### config.mk
export PLATFORM = sky130hd
export DESIGN_NAME = spi_slave_syncro_hs
export DESIGN_NICKNAME = d
export VERILOG_FILES = /design/src/rtl/spi_slave_pkg.sv /design/src/rtl/spi_slave_sync_cell.sv /design/src/rtl/spi_slave_syncro_hs.sv
export SDC_FILE = /design/constraint.sdc
export NUM_CORES = 1
export LEC_CHECK = 0
export CAP_MARGIN = 15
export CORE_MARGIN = 2
export CORE_UTILIZATION = 41
export CTS_BUF_LIST = sky130_fd_sc_hd__clkbuf_8 sky130_fd_sc_hd__clkbuf_16
export CTS_CLUSTER_SIZE = 14
export DETAILED_ROUTE_END_ITERATION = 10
export GPL_ROUTABILITY_DRIVEN = 0
export PLACE_DENSITY = 0.79
export SKIP_CTS_REPAIR_TIMING = 1
export SLEW_MARGIN = 40
export SYNTH_ARGS = -nofsm -noshare
export SYNTH_HDL_FRONTEND = slang
export SYNTH_SLANG_ARGS = --single-unit
### constraint.sdc
create_clock -name sys_clk -period 1.9 [get_ports sys_clk]
set_clock_uncertainty 0.2 [all_clocks]
set_input_delay 0.38 -clock sys_clk [delete_from_list [all_inputs] [get_ports sys_clk]]
set_output_delay 0.38 -clock sys_clk [all_outputs]
set_load 0.1 [all_outputs]
### src/rtl/spi_slave_pkg.sv
// Shared types and limits for the SPI slave clock-domain-crossing logic.
package spi_slave_pkg;

    // Address hand-off state: nothing pending / capture waiting for ack.
    typedef enum logic {
        ADDR_IDLE = 1'b0,
        ADDR_PEND = 1'b1
    } addr_state_e;

    localparam int unsigned SYNC_STAGES_MIN = 2;
    localparam int unsigned SYNC_STAGES_MAX = 4;

endpackage : spi_slave_pkg

### src/rtl/spi_slave_sync_cell.sv
// Single-bit multi-flop synchroniser into the sys_clk domain.
// Ports:
//   sys_clk - destination clock
//   rstn    - asynchronous active-low reset (all stages load RESET_VAL)
//   d       - asynchronous input bit
//   q       - synchronised bit, valid STAGES-1 edges after the first sampling edge
module spi_slave_sync_cell #(
    parameter int unsigned STAGES    = 2,
    parameter logic        RESET_VAL = 1'b0
) (
    input  logic sys_clk,
    input  logic rstn,
    input  logic d,
    output logic q
);

    logic [STAGES-1:0] chain;

    // Shift chain; index 0 is the metastability-exposed sampling flop.
    always_ff @(posedge sys_clk or negedge rstn) begin
        if (!rstn) begin
            chain <= {STAGES{RESET_VAL}};
        end else begin
            chain <= {chain[STAGES-2:0], d};
        end
    end

    assign q = chain[STAGES-1];

endmodule : spi_slave_sync_cell

### src/rtl/spi_slave_syncro_hs.sv
// SPI-to-sys_clk crossing for the SPI slave: synchronises cs, address_valid
// and rd_wr, generates transaction start/end pulses, captures the address on
// a synchronised address_valid rising edge and offers it over req/ack with a
// sticky overrun flag.
// Optional build macro: SPI_SYNC_CS_FILTER_EN adds a FILTER_LEN-sample glitch
// filter on the synchronised cs.
// Ports:
//   sys_clk, rstn              - clock, asynchronous active-low reset
//   cs                         - SPI chip select (active low, async)
//   address, rd_wr             - SPI-domain payload, stable while address_valid
//   address_valid              - SPI-domain address valid level (async)
//   cs_sync                    - synchronised (optionally filtered) cs
//   cs_start_p / cs_end_p      - one-cycle pulses on cs_sync fall / rise
//   address_valid_sync         - synchronised address_valid
//   rd_wr_sync                 - synchronised rd_wr
//   addr_req, addr_q, rd_wr_q  - pending capture and its payload
//   addr_ack                   - consumer accepts the pending capture
//   addr_overrun               - sticky, capture dropped while pending
module spi_slave_syncro_hs
    import spi_slave_pkg::*;
#(
    parameter int unsigned AXI_ADDR_WIDTH = 32,
    parameter int unsigned SYNC_STAGES    = 2,
    parameter int unsigned FILTER_LEN     = 3
) (
    input  logic                      sys_clk,
    input  logic                      rstn,
    input  logic                      cs,
    input  logic [AXI_ADDR_WIDTH-1:0] address,
    input  logic                      address_valid,
    input  logic                      rd_wr,
    output logic                      cs_sync,
    output logic                      cs_start_p,
    output logic                      cs_end_p,
    output logic                      address_valid_sync,
    output logic                      rd_wr_sync,
    output logic                      addr_req,
    output logic [AXI_ADDR_WIDTH-1:0] addr_q,
    output logic                      rd_wr_q,
    input  logic                      addr_ack,
    output logic                      addr_overrun
);

    // Elaboration-time parameter checks.
    if (SYNC_STAGES < SYNC_STAGES_MIN || SYNC_STAGES > SYNC_STAGES_MAX) begin : g_bad_stages
        $error("SYNC_STAGES out of range");
    end
    if (FILTER_LEN < 1) begin : g_bad_filter
        $error("FILTER_LEN must be at least 1");
    end

    logic cs_last;
    logic prev_cs;
    logic prev_valid;
    logic vld_rise;

    addr_state_e state_q;
    addr_state_e state_d;
    logic        capture;
    logic        overrun_evt;

    // Synchronisers; cs idles high so its chain resets to 1.
    spi_slave_sync_cell #(.STAGES(SYNC_STAGES), .RESET_VAL(1'b1)) u_sync_cs (
        .sys_clk (sys_clk),
        .rstn    (rstn),
        .d       (cs),
        .q       (cs_last)
    );

    spi_slave_sync_cell #(.STAGES(SYNC_STAGES), .RESET_VAL(1'b0)) u_sync_vld (
        .sys_clk (sys_clk),
        .rstn    (rstn),
        .d       (address_valid),
        .q       (address_valid_sync)
    );

    spi_slave_sync_cell #(.STAGES(SYNC_STAGES), .RESET_VAL(1'b0)) u_sync_rw (
        .sys_clk (sys_clk),
        .rstn    (rstn),
        .d       (rd_wr),
        .q       (rd_wr_sync)
    );

`ifdef SPI_SYNC_CS_FILTER_EN
    localparam int unsigned CNT_W = $clog2(FILTER_LEN + 1);

    logic [CNT_W-1:0] flt_cnt;
    logic             cs_flt;

    // cs_sync only follows the synchroniser after FILTER_LEN consecutive
    // disagreeing samples; any agreeing sample restarts the count.
    always_ff @(posedge sys_clk or negedge rstn) begin
        if (!rstn) begin
            flt_cnt <= '0;
            cs_flt  <= 1'b1;
        end else if (cs_last == cs_flt) begin
            flt_cnt <= '0;
        end else if (flt_cnt == CNT_W'(FILTER_LEN - 1)) begin
            flt_cnt <= '0;
            cs_flt  <= cs_last;
        end else begin
            flt_cnt <= flt_cnt + CNT_W'(1);
        end
    end

    assign cs_sync = cs_flt;
`else
    assign cs_sync = cs_last;
`endif

    // Previous-value registers for edge detection.
    always_ff @(posedge sys_clk or negedge rstn) begin
        if (!rstn) begin
            prev_cs    <= 1'b1;
            prev_valid <= 1'b0;
        end else begin
            prev_cs    <= cs_sync;
            prev_valid <= address_valid_sync;
        end
    end

    // Edges decoded purely from flops, so each pulse lasts exactly one cycle.
    assign cs_start_p = prev_cs & ~cs_sync;
    assign cs_end_p   = ~prev_cs & cs_sync;
    assign vld_rise   = address_valid_sync & ~prev_valid;

    // Hand-off FSM state register.
    always_ff @(posedge sys_clk or negedge rstn) begin
        if (!rstn) begin
            state_q <= ADDR_IDLE;
        end else begin
            state_q <= state_d;
        end
    end

    // Next state plus capture/overrun decisions.
    always_comb begin
        state_d     = state_q;
        capture     = 1'b0;
        overrun_evt = 1'b0;
        case (state_q)
            ADDR_IDLE: begin
                if (vld_rise) begin
                    capture = 1'b1;
                    state_d = ADDR_PEND;
                end
            end
            ADDR_PEND: begin
                // A new capture arriving with the ack replaces the accepted one.
                if (vld_rise && addr_ack) begin
                    capture = 1'b1;
                end else if (vld_rise) begin
                    overrun_evt = 1'b1;
                end else if (addr_ack) begin
                    state_d = ADDR_IDLE;
                end
            end
            default: state_d = ADDR_IDLE;
        endcase
    end

    assign addr_req = (state_q == ADDR_PEND);

    // Payload capture; raw address is only ever sampled here.
    always_ff @(posedge sys_clk or negedge rstn) begin
        if (!rstn) begin
            addr_q  <= '0;
            rd_wr_q <= 1'b0;
        end else if (capture) begin
            addr_q  <= address;
            rd_wr_q <= rd_wr;
        end
    end

    // Sticky overrun, cleared at transaction start; a new overrun wins.
    always_ff @(posedge sys_clk or negedge rstn) begin
        if (!rstn) begin
            addr_overrun <= 1'b0;
        end else if (overrun_evt) begin
            addr_overrun <= 1'b1;
        end else if (cs_start_p) begin
            addr_overrun <= 1'b0;
        end
    end

endmodule : spi_slave_syncro_hs

==> flow_summary.json <==
{
  "grt_max_degree": 21,
  "pre_cts_ws_ns": -0.1715,
  "setup_violations": 0,
  "utilization": 0.7595,
  "critPathSlowestCell": "dfstp_4",
  "postRouteAntennaNets": 0,
  "cpPeakStageDelay_ns": 0.62,
  "clock_latency_ns": 0.29,
  "numCtsBuffers": 5,
  "ys_ff_latch": 43,
  "cp.arrival_ns": 1.27,
  "period_needed_ns": 1.853,
  "ys.warnings.count": 0,
  "max_cap_violations": 0,
  "final_cell_count_no_fill": 225,
  "syn_to_final_growth_pct": 78.40,
  "rows": 23,
  "avgSynthCellArea_um2": 19.35,
  "rsz0062_at_grt": "false",
  "power.static_leakage_nw": 1.383,
  "worstSetupStartpointType": "flip-flop",
  "critPathCaptureType": "output port",
  "tns_ns": 0,
  "root_buffer": "clkbuf_8",
  "die_w_um": 68.45,
  "grt_pass1_wl_um": 6299,
  "cts_max_level": 2,
  "syn_nets": 126,
  "tritoncts": "done",
  "path_class": "reg -> out",
  "grt_antenna_before_repair": 0,
  "relSlewSlack": 0.8313,
  "cp.required_ns": 1.32,
  "ys_seq_area_frac": 0.6341,
  "die_area_mm2": 0.004685,
  "via_per_inst": 4.658,
  "power_density_mw_per_mm2": 1244,
  "numPortBuffers": 77,
  "dpl.cell_count": 216,
  "ys_types": 12,
  "setup_ws_ns": 0.04696,
  "ctsLongestPathBuffers": 2,
  "drt_iter0_markers": 55,
  "whs_ns": 0.1609,
  "clkSinkCount": 43,
  "hold_path_class": "reg -> reg",
  "hpwl_um": 3107,
  "start_util": 0.4257,
  "maxSlewViolCount": 0,
  "diodes": 0,
  "peakVddDrop_v": 0.0008800,
  "drive_above_1_share": 0.5429,
  "finalHoldViolCount": 0,
  "design_area_mm2": 0.003038,
  "path_cells": "nor2b_4 -> buf_12",
  "period_share": 0.9753,
  "status": "completed",
  "syn_area_mm2": 0.001703,
  "drc": 0,
  "vias": 1048,
  "die-height_um": 68.45,
  "fmax_mhz": 539.7,
  "grt_usage": 0.1918,
  "grt_pass1_vias": 1207,
  "routed_wirelength_um": 4058,
  "nets": 213,
  "firstDrtPassIters": 4,
  "wl_per_cell_um": 18.04,
  "path_clk_slew_ns": 0.07,
  "cp_max_fo": 2,
  "coreArea_mm2": 0.004000,
  "synth_cells": 88,
  "ios": 78,
  "grt.overflow.total": 0,
  "placed_cell_area_mm2": 0.002944,
  "fillers": 233,
  "worst_pin_slew_ns": 0.2531,
  "totalPowerFinal_mw": 3.779
}
-- sequential cells by signal, indices dropped and copies added, names as in the netlist --
register / cells
u_sync_cs.chain: 2
addr_overrun: 1
addr_req: 1
rd_wr_q: 1
addr_q: 32
prev_valid: 1
prev_cs: 1
u_sync_vld.chain: 2
u_sync_rw.chain: 2
-- cell usage after synthesis --
cell type	n	area share
nor2b_4	1	0.0081
buf_6	1	0.0066
inv_1	1	0.0022
nand2_1	1	0.0022
nand2b_4	2	0.016
dfstp_2	3	0.046
buf_12	3	0.035
o22ai_1	1	0.0037
mux2_4	30	0.26
dfrtp_1	40	0.59
nor2b_1	2	0.0073
mux2_2	3	0.020
-- area by class of cell --
type / instances / area [µm²] / area share
clock inverters: 2 / 7.507 / 0.002471
well taps: 50 / 62.56 / 0.02059
flip-flops and latches: 43 / 1086 / 0.3575
repair buffers: 84 / 1246 / 0.4102
clock buffers: 5 / 68.82 / 0.02265
inverters: 1 / 3.754 / 0.001236
multi-input cells: 40 / 563.0 / 0.1853
-- critical path, delay by kind of cell (launching register included) --
kind,cells,cell delay (ns)
buffers and inverters,1,0.18
DFF,1,0.62
and+or+nand+nor,1,0.17
-- final timing paths --
| check | cells past startpoint | slack, ns | endpoint | startpoint |
|---|---|---|---|---|
| worst max-delay path | 2 | 0.05 | cs_end_p | u_sync_cs.chain[1] |
| worst max register to register | 4 | 0.29 | addr_q[21] | addr_req |
| worst min register to register | 0 | 0.16 | u_sync_vld.chain[1] | u_sync_vld.chain[0] |
| min in group asynchronous | 2 | 0.23 | u_sync_vld.chain[0] | rstn |
| worst min-delay path | 0 | 0.16 | u_sync_vld.chain[1] | u_sync_vld.chain[0] |
| max in group asynchronous | 3 | 0.76 | u_sync_cs.chain[0] | rstn |
-- power breakdown --
part	switching (mW)	total, mW	leakage (nW)	internal [mW]
registers	0.171	1.23	0.498	1.06
logic	1.23	2.03	0.838	0.802
clock network	0.271	0.513	0.0466	0.242
total	1.67	3.78	1.38	2.11
-- cells in the final DEF, fill, tap and decap left out, drive strengths merged --
cell type	n
dfstp	3
dfrtp	40
o22ai	1
nand2	1
dlygate4sd3	1
nor2b	3
buf	47
inv	3
nand2b	2
clkdlybuf4s50	36
clkbuf	5
mux2	33
-- layer usage --
metal  vias up  global-route usage  wire [µm]
li1        472                   -          -
met1       531              0.2245       1490
met2        41              0.3305       2224
met3         4             0.06414        305
met4         0             0.06000         37
met5         -                   0          0
-- cell families (layout without fill, tap and decap cells) --
family | after synthesis | count (layout) | synth area share
mux | 33 | 33 | 0.2843
buf+inv | 5 | 92 | 0.04408
flops | 43 | 43 | 0.6341
compound gates | 1 | 1 | 0.003676
simple gates | 6 | 6 | 0.03380
No activity file was read; power rests on OpenSTA's default activity.
